===== config.mk =====
export PLATFORM = sky130hd
export DESIGN_NAME = mux41_rr_sel
export DESIGN_NICKNAME = d
export VERILOG_FILES = /design/src/rtl/mux41_pkg.sv /design/src/rtl/rr_pick4.sv /design/src/rtl/mux41_rr_sel.sv
export SDC_FILE = /design/constraint.sdc
export NUM_CORES = 1
export LEC_CHECK = 0
export BUFFER_PORTS_ARGS = -buffer_cell sky130_fd_sc_hd__buf_2
export CAP_MARGIN = 20
export CORE_MARGIN = 5
export CORE_UTILIZATION = 50
export CTS_BUF_LIST = sky130_fd_sc_hd__clkbuf_4 sky130_fd_sc_hd__clkbuf_8
export CTS_CLUSTER_SIZE = 12
export DETAILED_ROUTE_END_ITERATION = 8
export GPL_TIMING_DRIVEN = 1
export HOLD_SLACK_MARGIN = 0.05
export PLACE_DENSITY = 0.83
export RECOVER_POWER = 100
export SLEW_MARGIN = 20
export SYNTH_ARGS = -nofsm -noshare
export SYNTH_HDL_FRONTEND = slang
export SYNTH_HIERARCHICAL = 1
export SYNTH_SLANG_ARGS = --single-unit

===== constraint.sdc =====
create_clock -name clk -period 1.5 [get_ports clk]
set_input_delay 0 -clock clk [delete_from_list [all_inputs] [get_ports clk]]
set_output_delay 0 -clock clk [all_outputs]
set_load 0.1 [all_outputs]

===== src/rtl/mux41_pkg.sv =====
// Shared types and helpers for the round-robin select generator of the 4:1 mux.
package mux41_pkg;

    localparam int unsigned NCH = 4;

    typedef enum logic {
        StIdle,
        StHold
    } state_e;

    // Channel index as driven onto {sel1, sel2}: 0->a, 1->b, 2->c, 3->d.
    typedef logic [1:0] ch_idx_t;

    function automatic logic [NCH-1:0] onehot4(ch_idx_t idx);
        onehot4 = 4'b0001 << idx;
    endfunction

endpackage


===== src/rtl/rr_pick4.sv =====
// Rotating priority encoder: first requester at or after ptr+1 (mod 4), ptr itself last.
module rr_pick4
    import mux41_pkg::*;
(
    input  logic [NCH-1:0] req,
    input  ch_idx_t        ptr,
    output ch_idx_t        idx,
    output logic           any
);

    ch_idx_t cand;

    // Scan from lowest to highest priority so the nearest requester after ptr wins.
    always_comb begin
        idx  = ptr;
        any  = 1'b0;
        cand = ptr;
        for (int i = NCH; i >= 1; i--) begin
            cand = ptr + ch_idx_t'(i);
            if (req[cand]) begin
                idx = cand;
                any = 1'b1;
            end
        end
    end

endmodule


===== src/rtl/mux41_rr_sel.sv =====
// Round-robin select generator for the 4:1 mux: grants one requesting channel for
// DWELL cycles, drives {sel1, sel2}, and flags valid/grant/last. All outputs registered.
module mux41_rr_sel
    import mux41_pkg::*;
#(
    parameter int unsigned DWELL = 4,
    parameter int unsigned CNT_W = 3
) (
    input  logic           clk,
    input  logic           rst,
    input  logic           en,
    input  logic [NCH-1:0] req,
    output logic           sel1,
    output logic           sel2,
    output logic           valid,
    output logic [NCH-1:0] grant,
    output logic           last
);

    localparam logic [CNT_W-1:0] CntLoad = CNT_W'(DWELL - 1);
    localparam logic [CNT_W-1:0] CntOne  = CNT_W'(1);

    state_e           state_q, state_d;
    logic [CNT_W-1:0] cnt_q, cnt_d;
    ch_idx_t          ptr_q, ptr_d;
    ch_idx_t          sel_q, sel_d;
    logic             valid_q, valid_d;
    logic [NCH-1:0]   grant_q, grant_d;
    logic             last_q, last_d;

    ch_idx_t          pick_idx;
    logic             pick_any;
    logic             load;

    rr_pick4 u_pick (
        .req (req),
        .ptr (ptr_q),
        .idx (pick_idx),
        .any (pick_any)
    );

    // Next-state: arbitrate from idle or at dwell expiry; en low always drops to idle.
    always_comb begin
        state_d = state_q;
        cnt_d   = cnt_q;
        ptr_d   = ptr_q;
        sel_d   = sel_q;
        load    = 1'b0;

        unique case (state_q)
            StIdle: begin
                if (en && pick_any) begin
                    load = 1'b1;
                end
            end
            StHold: begin
                if (!en) begin
                    state_d = StIdle;
                end else if (cnt_q == '0) begin
                    if (pick_any) begin
                        load = 1'b1;
                    end else begin
                        state_d = StIdle;
                    end
                end else begin
                    cnt_d = cnt_q - CntOne;
                end
            end
        endcase

        if (load) begin
            state_d = StHold;
            sel_d   = pick_idx;
            ptr_d   = pick_idx;
            cnt_d   = CntLoad;
        end

        // sel keeps its last value in idle so the mux select does not glitch.
        valid_d = (state_d == StHold);
        grant_d = valid_d ? onehot4(sel_d) : '0;
        last_d  = valid_d && (cnt_d == '0);
    end

    // State and output registers; pointer resets to 3 so channel 0 wins first.
    always_ff @(posedge clk or posedge rst) begin
        if (rst) begin
            state_q <= StIdle;
            cnt_q   <= '0;
            ptr_q   <= ch_idx_t'(3);
            sel_q   <= '0;
            valid_q <= 1'b0;
            grant_q <= '0;
            last_q  <= 1'b0;
        end else begin
            state_q <= state_d;
            cnt_q   <= cnt_d;
            ptr_q   <= ptr_d;
            sel_q   <= sel_d;
            valid_q <= valid_d;
            grant_q <= grant_d;
            last_q  <= last_d;
        end
    end

    assign sel1  = sel_q[1];
    assign sel2  = sel_q[0];
    assign valid = valid_q;
    assign grant = grant_q;
    assign last  = last_q;

endmodule


==> results.toml <==
[run_status]
outcome = "finished, violations left"
violations = "negative setup slack"

[worst_setup_path]
r2r_end = "grant[2]"
cpLargestDelayFamily = "compound AO/OA/AOI/OAI gates"
end_kind = "register"
worstPathArrival_ns = 1.89
slowest_delay_ns = 0.60
start_kind = "register"
crit_fanout = 7
crit_slowest_cell = "dfstp_2"
worstSetupPathType = "reg2reg"
cp_cell_sequence = "mux2i_1 > nor2_1 > a221o_2 > a211o_1 > a21boi_1"
crit_buf_inv = 0
cp-startpoint = "ptr_q[1]"
r2r_cells = 5
path_depth = 5
reg2reg_setup_slack_ns = -0.17
r2r_start = "ptr_q[1]"
cp.required_ns = 1.72

[grt]
grt_max_degree = 16
grt_pass1_vias = 644
grt_overflow = 0
grt_pass1_wl_um = 2911
track_usage_pct = 15.00
antenna_found_initial = 0

[worst_hold_path]
hp-class = "in2reg"
min-delay-start = "req[2]"
holdPathEnd = "valid"
hold_depth = 5

[die]
rows = 14
die_x_um = 49.64
core_area_mm2 = 0.001506
boundaryPins = 15
initial_core_util_pct = 52.16
die_h_um = 49.64
dieArea_mm2 = 0.002464

[placed_design]
io_buffer_count = 14
hpwlAfterDp_um = 1226
gp_congestion = 0.8003

[yosys]
synth-seq-cells = 13
synth_cells = 79
syn_avg_cell_area_um2 = 9.946
synth_edf_count = 0
yosysTopAreaCell = "dfrtp_1"
synthDistinctLibCells = 38
synthesis.nets = 88
yosys-top-cells-area = "dfrtp_1 (35%), dfstp_2 (6.7%), mux2_2 (5.7%)"
syn_area_um2 = 785.8
synthFlopType = "dfrtp_1"
async_flop_share_pct = 100.0
yosysWarnings = 6
ys_seq_area_share_pct = 41.72
synth_top_area_share_pct = 35.03

[sta]
timing.fmax_mhz = 600.1
finalSetupViolations = 7
setup-tns-final_ns = -0.8685
grt_setup_unrepaired = "true"
drv_slew = 0
skew_ns = 0.006761
period_share_pct = 111.1
hold_viol = 0
relSlewSlack_pct = 64.10
finalCriticalPeriod_ns = 1.667
tightest_slew_ns = 0.5408
worst_slack_ns = -0.1665

[clock_tree]
cts_tree = "built"
cts_buffers = 3
clk_pin_slew_ns = 0.08
cts_root_buffer = "clkbuf_4"
clk_latency_ns = 0.29
htreeDepth = 1
clock_path_buffers = 2
clkSinkCount = 13

[pwr]
power_density_mw_per_mm2 = 1919
ir_drop_mv = 1.399
total_leakage_power_nw = 0.4976

[layout]
nNetsFinal = 119
drive_gt1_share_pct = 46.79
num_antenna_cells = 0
areaGrowthSynthToFinish_pct = 35.35
fill_cells = 120
final_util_pct = 70.60

[detailed_routing]
drt_first_pass_iters = 4
wire_per_inst_um = 13.33
drcViolationCount = 0
routed_wl_um = 1666
antenna_left = 0
via_per_inst = 5.648
dr_total_vias = 706
first_iter_violations = 11

[job]
max-cap-violations = 0
==> cell families (layout without fill, tap and decap cells) <==
logic type                 after synthesis  after routing  synth area share (%)
AOI/OAI and AO/OA                       23             23                 21.50
adders and majority gates                2              2                 3.184
buffers and inverters                   10             40                 6.052
DFF                                     13             13                 41.72
muxes                                    5              5                 7.006
and+or+nand+nor                         26             26                 20.54
==> stage by stage <==
stage               cells  total power, mW  area [um2]  worst slack [ns]  hold slack [ns]
floorplan              79            1.426       794.5          -0.03496          -0.1245
global placement      115            1.642       930.9           -0.1107          0.04709
detailed placement    115            1.672       930.9           -0.1614          0.05033
CTS                   123            1.963        1005           -0.1695           0.2495
global route          125            2.161        1064           -0.2443           0.2726
finish                125            2.040        1064           -0.1665           0.2550
==> power by group <==
part	internal (mW)	total (mW)	leakage, nW	switching, mW
clock	0.122	0.247	0.0184	0.125
combinational	0.424	1.20	0.322	0.780
sequential	0.482	0.589	0.157	0.108
total	1.03	2.04	0.498	1.01
==> cells in the final DEF, fill, tap and decap left out, drive strengths merged, types with 2 or more instances in the layout <==
cell,synthesis,final
dfrtp,11,11
clkbuf,0,12
inv,7,7
nand2b,2,2
nand3,2,2
a21oi,7,7
nor2b,3,3
o21a,3,3
dfstp,2,2
ha,2,2
nor3,4,4
dlygate4sd3,0,2
buf,3,19
nand2,5,5
a211o,2,2
mux2,4,4
o21ai,2,2
==> state kept, by name, summed over array words and instances, names as in the netlist <==
signal and cells:
last 1, ptr_q 2, grant 4, valid 1
sel_q 2, cnt_q 3
==> timing repair <==
action / in CTS / in global routing
buffers inserted: 2 / 2
endpoints found under the setup margin: 9 / 10
hold buffers: 2 / 0
endpoints found under the hold margin: 15 / 0
pin swaps: 1 / 2
resized for setup: 3 / 8
==> how the worst max path moves through the flow <==
stage / endpoint / slack, ns
6_report: grant[2] / -0.17
5_1_grt: grant[3] / -0.24
4_1_cts: grant[0] / -0.17
3_5_place_dp: grant[0] / -0.16
3_3_place_gp: grant[2] / -0.11
2_1_floorplan: grant[2] / -0.03
==> area by class of cell <==
cell class              instances  area [um2]  share of cell area, %
repair buffers                 29       187.7                  17.65
flip-flops and latches         13       329.1                  30.94
well taps                      16       20.02                  1.882
multi-input cells              56       470.5                  44.24
clock buffers                   4       30.03                  2.824
inverters                       7       26.28                  2.471
==> cell usage after synthesis (2+ instances only) <==
cell type and count:
inv_1 7, mux2_2 4, ha_1 2, nor3_1 4, nor2b_1 3, nand2b_1 2
a211o_1 2, nand2_1 4, dfstp_2 2, o21a_1 3, buf_2 2, nand3_1 2
o21ai_0 2, dfrtp_1 11, a21oi_1 6
==> worst min-delay path, stage by stage <==
cell and delay, ns:
buf_2 0.10, or4_1 0.13, buf_4 0.14, a21oi_1 0.04, nor2b_1 0.09
==> per-layer routing <==
layer	share of wire, %	track usage [%]	vias up
met5	0	0	-
met4	2.9	9.170	0
met3	4.8	3.313	5
met2	46	21.82	15
met1	47	19.92	337
li1	-	-	349
Note: power is estimated with default switching activity, not from simulation.
